[config.mk]
export PLATFORM = sky130hd
export DESIGN_NAME = csr_regfile
export DESIGN_NICKNAME = d
export VERILOG_FILES = /design/src/rtl/csr_regfile.sv
export SDC_FILE = /design/constraint.sdc
export NUM_CORES = 1
export LEC_CHECK = 0
export CORE_AREA = 10 10 328 330
export DETAILED_ROUTE_END_ITERATION = 8
export DIE_AREA = 0 0 338 340
export PLACE_DENSITY_LB_ADDON = 0.3
export SLEW_MARGIN = 20
export SYNTH_ARGS = -nofsm -noshare
export SYNTH_HDL_FRONTEND = slang
export SYNTH_SLANG_ARGS = --single-unit
[constraint.sdc]
create_clock -name clk -period 3.9 [get_ports clk]
set_input_delay 0.585 -clock clk [delete_from_list [all_inputs] [get_ports clk]]
set_output_delay 0.585 -clock clk [all_outputs]
set_load 0.05 [all_outputs]
[src/rtl/csr_regfile.sv]
// -----------------------------------------------------------------------------
// csr_regfile -- architectural machine-mode CSR storage for the RV64 core.
//
// Holds mstatus, mtvec, mscratch, mepc, mcause, mtval, mcycle and mhartid and
// presents them as one registered csr_pack_t bundle for the CSR read selector.
// Applies CSR instruction writes (RW/RS/RC), trap entry and mret, runs the
// free-running mcycle counter, tracks the privilege mode and produces a
// registered one-cycle PC redirect pulse for trap/mret.
//
// Per-cycle priority: trap_valid > mret_valid > csr_we. Losers are dropped.
//
// Optional feature macro: CSR_WARL_CHECK_EN
//   defined   -> CSR writes are legalised (mstatus keeps MIE/MPIE/MPP with
//                MPP=10 coerced to 00, mtvec modes 2/3 coerced to 0,
//                mepc[1:0] forced to 0).
//   undefined -> writable CSRs store the full 64-bit written value.
//
// Parameters:
//   HART_ID     value returned in mhartid (read-only)
//   RESET_PRIV  privilege mode after reset
//
// Ports:
//   clk            in   core clock
//   reset          in   asynchronous active-low reset
//   csr_we         in   CSR instruction commit this cycle
//   csr_waddr      in   target CSR address
//   csr_op         in   00 none, 01 RW, 10 RS, 11 RC
//   csr_wdata      in   rs1/zimm operand
//   trap_valid     in   exception/interrupt commit
//   trap_cause     in   mcause value (bit63 = interrupt)
//   trap_tval      in   mtval value
//   trap_pc        in   faulting PC, goes to mepc
//   mret_valid     in   mret commit
//   csr_o          out  full registered CSR bundle
//   priv_o         out  current privilege mode
//   redirect_valid out  one-cycle pulse: fetch must jump
//   redirect_pc    out  jump target, held until the next redirect
// -----------------------------------------------------------------------------
package csr_pkg;

    localparam logic [11:0] CSR_MSTATUS  = 12'h300;
    localparam logic [11:0] CSR_MTVEC    = 12'h305;
    localparam logic [11:0] CSR_MSCRATCH = 12'h340;
    localparam logic [11:0] CSR_MEPC     = 12'h341;
    localparam logic [11:0] CSR_MCAUSE   = 12'h342;
    localparam logic [11:0] CSR_MTVAL    = 12'h343;
    localparam logic [11:0] CSR_MCYCLE   = 12'hB00;
    localparam logic [11:0] CSR_MHARTID  = 12'hF14;

    localparam logic [1:0] CSR_OP_NONE = 2'b00;
    localparam logic [1:0] CSR_OP_RW   = 2'b01;
    localparam logic [1:0] CSR_OP_RS   = 2'b10;
    localparam logic [1:0] CSR_OP_RC   = 2'b11;

    localparam logic [1:0] PRIV_U = 2'b00;
    localparam logic [1:0] PRIV_M = 2'b11;

    localparam int unsigned MSTATUS_MIE  = 3;
    localparam int unsigned MSTATUS_MPIE = 7;
    // Bits of mstatus that survive a legalised write: MIE, MPIE, MPP[12:11].
    localparam logic [63:0] MSTATUS_WMASK = 64'h0000_0000_0000_1888;

    typedef struct packed {
        logic [63:0] mstatus;
        logic [63:0] mtvec;
        logic [63:0] mscratch;
        logic [63:0] mepc;
        logic [63:0] mcause;
        logic [63:0] mtval;
        logic [63:0] mcycle;
        logic [63:0] mhartid;
    } csr_pack_t;

endpackage

module csr_regfile
    import csr_pkg::*;
#(
    parameter logic [63:0] HART_ID    = 64'd0,
    parameter logic [1:0]  RESET_PRIV = 2'b11
) (
    input  logic        clk,
    input  logic        reset,
    input  logic        csr_we,
    input  logic [11:0] csr_waddr,
    input  logic [1:0]  csr_op,
    input  logic [63:0] csr_wdata,
    input  logic        trap_valid,
    input  logic [63:0] trap_cause,
    input  logic [63:0] trap_tval,
    input  logic [63:0] trap_pc,
    input  logic        mret_valid,
    output csr_pack_t   csr_o,
    output logic [1:0]  priv_o,
    output logic        redirect_valid,
    output logic [63:0] redirect_pc
);

    csr_pack_t   csr_q, csr_d;
    logic [1:0]  priv_q, priv_d;
    logic        redirect_valid_q, redirect_valid_d;
    logic [63:0] redirect_pc_q, redirect_pc_d;

    logic [63:0] old_val;
    logic [63:0] new_val;
    logic [63:0] legal_val;
    logic        addr_writable;
    logic        write_en;
    logic [63:0] trap_base;
    logic [63:0] trap_target;

    // Current value of the addressed CSR; mhartid and unknown addresses are
    // flagged non-writable so the write is silently dropped.
    always_comb begin
        // NOTE: every combinational output gets a default first so no path
        // leaves it unassigned -- that is what keeps latches from appearing.
        old_val       = '0;
        addr_writable = 1'b1;
        case (csr_waddr)
            CSR_MSTATUS:  old_val = csr_q.mstatus;
            CSR_MTVEC:    old_val = csr_q.mtvec;
            CSR_MSCRATCH: old_val = csr_q.mscratch;
            CSR_MEPC:     old_val = csr_q.mepc;
            CSR_MCAUSE:   old_val = csr_q.mcause;
            CSR_MTVAL:    old_val = csr_q.mtval;
            CSR_MCYCLE:   old_val = csr_q.mcycle;
            default:      addr_writable = 1'b0;
        endcase
    end

    always_comb begin
        new_val = old_val;
        case (csr_op)
            CSR_OP_RW: new_val = csr_wdata;
            CSR_OP_RS: new_val = old_val | csr_wdata;
            CSR_OP_RC: new_val = old_val & ~csr_wdata;
            default:   new_val = old_val;
        endcase
    end

`ifdef CSR_WARL_CHECK_EN
    always_comb begin
        legal_val = new_val;
        case (csr_waddr)
            CSR_MSTATUS: begin
                legal_val = new_val & MSTATUS_WMASK;
                if (legal_val[12:11] == 2'b10) legal_val[12:11] = PRIV_U;
            end
            CSR_MTVEC:   if (new_val[1]) legal_val[1:0] = 2'b00;
            CSR_MEPC:    legal_val[1:0] = 2'b00;
            default:     legal_val = new_val;
        endcase
    end
`else
    assign legal_val = new_val;
`endif

    // Trap and mret win the cycle; a CSR write only lands when neither fires.
    assign write_en = csr_we && (csr_op != CSR_OP_NONE) && addr_writable
                      && !trap_valid && !mret_valid;

    // Vectored mode only applies to interrupts; cause bit 63 is the flag and
    // drops out of the offset through the shift.
    assign trap_base   = {csr_q.mtvec[63:2], 2'b00};
    assign trap_target = (csr_q.mtvec[1:0] == 2'b01 && trap_cause[63])
                         ? trap_base + {trap_cause[61:0], 2'b00}
                         : trap_base;

    always_comb begin
        csr_d            = csr_q;
        csr_d.mhartid    = HART_ID;
        csr_d.mcycle     = csr_q.mcycle + 64'd1;
        priv_d           = priv_q;
        redirect_valid_d = 1'b0;
        redirect_pc_d    = redirect_pc_q;

        if (trap_valid) begin
            csr_d.mepc                  = trap_pc;
            csr_d.mcause                = trap_cause;
            csr_d.mtval                 = trap_tval;
            csr_d.mstatus[MSTATUS_MPIE] = csr_q.mstatus[MSTATUS_MIE];
            csr_d.mstatus[MSTATUS_MIE]  = 1'b0;
            csr_d.mstatus[12:11]        = priv_q;
            priv_d                      = PRIV_M;
            redirect_valid_d            = 1'b1;
            redirect_pc_d               = trap_target;
        end else if (mret_valid) begin
            csr_d.mstatus[MSTATUS_MIE]  = csr_q.mstatus[MSTATUS_MPIE];
            csr_d.mstatus[MSTATUS_MPIE] = 1'b1;
            csr_d.mstatus[12:11]        = PRIV_U;
            priv_d                      = csr_q.mstatus[12:11];
            redirect_valid_d            = 1'b1;
            redirect_pc_d               = csr_q.mepc;
        end else if (write_en) begin
            case (csr_waddr)
                CSR_MSTATUS:  csr_d.mstatus  = legal_val;
                CSR_MTVEC:    csr_d.mtvec    = legal_val;
                CSR_MSCRATCH: csr_d.mscratch = legal_val;
                CSR_MEPC:     csr_d.mepc     = legal_val;
                CSR_MCAUSE:   csr_d.mcause   = legal_val;
                CSR_MTVAL:    csr_d.mtval    = legal_val;
                // A written mcycle replaces this cycle's increment.
                CSR_MCYCLE:   csr_d.mcycle   = legal_val;
                default:      ;
            endcase
        end
    end

    // NOTE: state registers use non-blocking assignments so every flop
    // samples its _d value from before the edge, independent of block order.
    always_ff @(posedge clk or negedge reset) begin
        if (!reset) begin
            csr_q            <= '0;
            csr_q.mhartid    <= HART_ID;
            priv_q           <= RESET_PRIV;
            redirect_valid_q <= 1'b0;
            redirect_pc_q    <= '0;
        end else begin
            csr_q            <= csr_d;
            priv_q           <= priv_d;
            redirect_valid_q <= redirect_valid_d;
            redirect_pc_q    <= redirect_pc_d;
        end
    end

    assign csr_o          = csr_q;
    assign priv_o         = priv_q;
    assign redirect_valid = redirect_valid_q;
    assign redirect_pc    = redirect_pc_q;

endmodule

# --- Yosys cells after proc, flatten, opt, wreduce, memory -nomap -nowiden ---
# Index checks and enable logic that the tools add are counted.
totals:
  reg_bits: 515
  in_bits: 275
  out_inout_bits: 579
classes:
  addsub: 2
  n_eq_ne: 12
  n_mux: 27
  bitwise: 5
  n_reduce_logical: 23
op_table:
  columns: ["operator", "count"]
  rows:
  - ["64-bit 2-to-1 mux", 10]
  - ["64-bit case mux with 7 select lines", 1]
  - ["397-bit 2-to-1 mux", 1]
  - ["256-bit 2-to-1 mux", 1]
  - ["192-bit 2-to-1 mux", 1]
  - ["64-bit case mux with 3 select lines", 1]
  - ["12-bit by 10-bit equality test with 1-bit output (second input constant)", 6]
  - ["64-bit by 1-bit adder with 64-bit output (second input constant)", 1]
  - ["64-bit adder", 1]
  - ["64-bit AND", 1]
  - ["64-bit inverter", 1]
  - ["64-bit OR", 1]
  - ["13-bit 2-to-1 mux", 1]
  - ["12-bit equality test (second input constant)", 1]
  - ["4-bit AND reduction", 3]
  - ["2-bit nonzero test", 6]
  - ["3-bit AND reduction", 3]
  - ["2-bit 2-to-1 mux", 4]
  - ["1-bit 2-to-1 mux", 7]
  - ["7-bit OR reduction", 1]
  - ["3-bit nonzero test", 2]
  - ["1-bit logical AND", 5]
  - ["2-bit by 1-bit equality test with 1-bit output (second input constant)", 2]
  - ["2-bit equality test (second input constant)", 2]
  - ["4 further kinds", 6]

# --- Logic depth before layout (Yosys ltp) ---
logic_depth:
  ltp_word: 9
  depth_mapped: 14
  depth_no_buf: 13

# --- Least setup slack after synthesis ---
# OpenSTA, ideal clock, no wires.
synth_path:
  path_kind: "register to register"
  startpoint: "register csr_q, in the netlist csr_o[398]"
  endpoint: "register redirect_pc_q[63] (netlist: redirect_pc[63])"
  arrival_ns: 3.515
  setup_slack_ns: 0.303
  path_stages_with_launch: 13
  n_path_buf: 0
  synth_period_minus_slack_ns: 3.597
  cell_sequence: "dfrtp_1 -> ha_1 -> and2_1 -> o211a_1 -> a211oi_1 -> a2111o_1 -> a21o_1 -> o311a_1 -> o31a_1 -> o41ai_2 -> xnor2_1 -> or3_1 -> a31oi_1"
synth_via:
  elab_chain_cells: 3
synth_rtl:
  columns: ["item", "line_no", "text"]
  rows:
  - ["start, declared", "99", "csr_pack_t csr_q, csr_d;"]
  - ["start signal, assigned", "219", "csr_q <= csr_d;"]
  - ["64-bit adder", "166", "? trap_base + {trap_cause[61:0], 2'b00}"]
  - ["64-bit 2-to-1 mux", "166", null]
  - ["64-bit 2-to-1 mux", "177", "if (trap_valid) begin"]
  - ["end signal, assigned", "222", "redirect_pc_q <= redirect_pc_d;"]
  - ["end, declared", "102", "logic [63:0] redirect_pc_q, redirect_pc_d;"]
# No other way between the ends.
# A chain may end at the register's enable or synchronous reset.

# --- Worst setup path in the final report ---
layout_path:
  startpoint: "input trap_cause[0]"
  endpoint: "register redirect_pc_q[62] (netlist: redirect_pc[62])"
layout_via:
  elab_chain_cells: 3
layout_rtl:
  columns: ["item", "line_no", "text"]
  rows:
  - ["start, declared", "89", "input logic [63:0] trap_cause,"]
  - ["64-bit adder", "166", null]
  - ["64-bit 2-to-1 mux", "166", null]
  - ["64-bit 2-to-1 mux", "177", null]
# No other way between the ends.

==> metrics.txt <==
pin count of the biggest net entering global routing 172; async set-reset flop share out of synthesis 1.00; routed via count 31044; worst min path class input port to flip-flop; Ports 854; Mapped Area 0.0306 mm²; CTS tree built; Avg Cell Area, Syn 8.68 µm²; Core Area 0.101 mm²; Max-slew headroom 0.284; initial antenna violation count 18; H-Tree Depth 3; Synth Area in Compound Gates 0.232; post-synthesis simple-gate area fraction 0.151; Post-synth EDFFs 0; # fillers 10124; Slew Viols, Final 0; Reg area 0.0129 mm²; CTS sink cnt 515; switching part of the total 0.321; CTS buffer count 67; Clock Pin Slew Worst Setup and Hold Paths 0.06 ns; yosys warns 0; Final Worst Setup Slack 0.113 ns; Nets 4666; crit share post-route 0.971; global-route wire length before repair 222 mm; post-placement setup slack -0.718 ns; chip height 340 µm; DR iter-0 viols 2331; CP required 4.44 ns; clock power share 0.405; cell count after synthesis 3523; Worst EP arrival 4.33 ns; final setup fails 0; crit start category input port; crit path time final 3.79 ns; worst-skew pair later-pin latency 0.64 ns; WS Path Type input port to flip-flop; Die Width 338 µm; unrepaired setup endpoints after global routing true; TritonRoute pass-1 iters 6; flops & latches, synth 515; Overall Global Routing Usage 0.259; largest family of logic cells by synthesized area compound AO/OA/AOI/OAI gates; XOR/XNOR Fraction of Synth Area 0.0504; Max Clk Rate 0.264 GHz; Sequential Power Share 0.385; number of global-route vias before repair 31059; static leakage 17.7 nW; Antenna Nets Post-Route 0; die area 0.115 mm²; P&R area growth vs syn 41.5%; post-CTS setup buffers 0; number of remaining DRC errors 0; outcome complete, no violations; CTS Buffer Depth 3; share of power burned in combinational logic 0.210; Max IR drop VDD 0.236 mV; Starting Density 0.302; largest fanout on the critical path 3; site row count 117; final hold vios 0; synth unique cells 61; Max Cap Viol 0; Routed WL 155 mm; CP endpoint kind flip-flop; global route overflow 0; Worst Skew 0.0272 ns; Hold WS 0.380 ns; Top FF cell, synth dfrtp_1; drt wl/cell 27.0 µm; multi-input logic area 0.0165 mm²; adder-cell area share of the yosys netlist 0.0260; Int Pwr 10.3 mW; gpl congestion 0.923; hpwl dp 115 mm; Net Sw Power 4.88 mW; sequential element share of the synthesized area 0.421; PwrDens 351 mW/mm²; final setup TNS 0 ns; root buffer cell clkbuf_16; vias per cell 5.40; Worst-Margin Slew 1.07 ns; Port Buffer Count 789; share of post-route cells with drive strength above 1 0.112; multiplexer share of the synthesized area 0.0664
-- cell families after synthesis --
kind of cell / count (synthesis)
and+or+nand+nor: 1063
adders and majority gates: 63
muxes: 187
AOI/OAI and AO/OA: 1155
DFF: 515
xor gates and xnor gates: 176
other: 1
buffers and inverters: 363
-- worst max-delay path, stage by stage --
cell             delay, ns
clkdlybuf4s50_1       0.47
ha_1                  0.27
fa_1                  0.44
a211oi_1              0.29
o21ai_1               0.21
nand4_1               0.18
a21o_2                0.20
a31o_2                0.22
o21ai_0               0.12
buf_4                 0.16
a211o_1               0.36
a31oi_1               0.17
buf_4                 0.15
a31oi_1               0.09
xnor2_1               0.13
a221oi_1              0.25
-- synthesized netlist by cell type (all sizes together), types with 62 or more instances --
cell type  number  share of area
a21oi         246          0.040
a22o           64          0.018
a22oi         156          0.038
buf            87          0.019
clkbuf        254          0.031
dfrtp         513           0.42
ha             62          0.025
mux2          128          0.047
nand2         650          0.080
nor2           66         0.0081
nor3          183          0.030
o21ai         475          0.078
xnor2         134          0.038
-- sequential cells by signal (all words and copies together) (netlist names) --
register and count:
redirect_valid 1, priv_o 2, csr_o 448, redirect_pc 64
-- placed cells by master (no fill, tap or decap), drive strengths merged, types with 8 or more instances in the layout --
master,synthesis,final
xor2,42,42
ha,62,62
nor3,183,183
xnor2,134,134
nor2,66,66
o21a,9,9
clkbuf,254,98
dfrtp,513,513
a22oi,156,156
a31oi,26,26
o21bai,14,14
a21o,25,25
nand2b,11,11
o21ai,475,475
a22o,64,64
clkdlybuf4s50,0,783
inv,22,27
nand2,650,650
a21oi,246,246
a211oi,34,34
mux2i,59,59
buf,87,230
mux2,128,128
nand3,35,35
a221oi,9,9
a221o,55,55
o31ai,10,10
nand4,34,34
nor2b,29,29
and3,18,18
conb,1,64
clkinv,0,8
-- final cells by class --
| cell class | instances | area share |
|---|---|---|
| clock buffers | 98 | 0.0458 |
| diodes | 7 | 0.000405 |
| clock inverters | 17 | 0.00364 |
| repair buffers | 1014 | 0.230 |
| inverters | 22 | 0.00191 |
| flip-flops and latches | 515 | 0.298 |
| well taps | 1368 | 0.0395 |
| multi-input cells | 2708 | 0.381 |
-- per-layer routing --
| metal | routed length [µm] | vias to the layer above | global-route usage |
|---|---|---|---|
| met5 | 100 | - | 0 |
| met4 | 6220 | 16 | 0.104 |
| met3 | 14400 | 283 | 0.0788 |
| met2 | 75800 | 1278 | 0.441 |
| met1 | 58600 | 15275 | 0.299 |
| li1 | - | 14192 | - |
-- repair_timing --
item                       in CTS  in global routing
hold buffers                    1                  0
gates resized for setup         2                  7
pin swaps                       0                  1
hold endpoints to repair        4                  0
setup endpoints to repair       3                 17
-- power groups by stage --
stage               sequential [mW]  combinational [mW]  clock (mW)
floorplan                      6.64                1.04           0
global placement               5.93                3.18           0
detailed placement             5.93                3.20           0
CTS                            5.84                3.21        6.30
global route                   5.86                3.37        6.49
finish                         5.85                3.19        6.16
-- per-stage QoR --
step                      std cells   util  power, mW  cell area [µm²]
after floorplan                3586      -       7.69            30800
after global placement         5626  0.406       9.11            41100
after detailed placement       5626  0.406       9.12            41100
after CTS                      5742  0.427       15.3            43200
after global routing           5743  0.428       15.7            43300
final                          5749  0.428       15.2            43300
-- path summary, 6_finish.rpt --
| check | start | endpoint | slack, ns | cells after the start |
|---|---|---|---|---|
| max | trap_cause[0] | redirect_pc[62] | 0.11 | 16 |
| min | trap_valid | csr_o[459] | 0.38 | 4 |
| max reg2reg | csr_o[386] | redirect_pc[62] | 0.21 | 15 |
| min reg2reg | csr_o[357] | csr_o[357] | 0.50 | 2 |
| max in group asynchronous | reset | csr_o[271] | 2.21 | 4 |
| min in group asynchronous | reset | csr_o[122] | 0.61 | 2 |
Power figures use the tool's default switching activity.
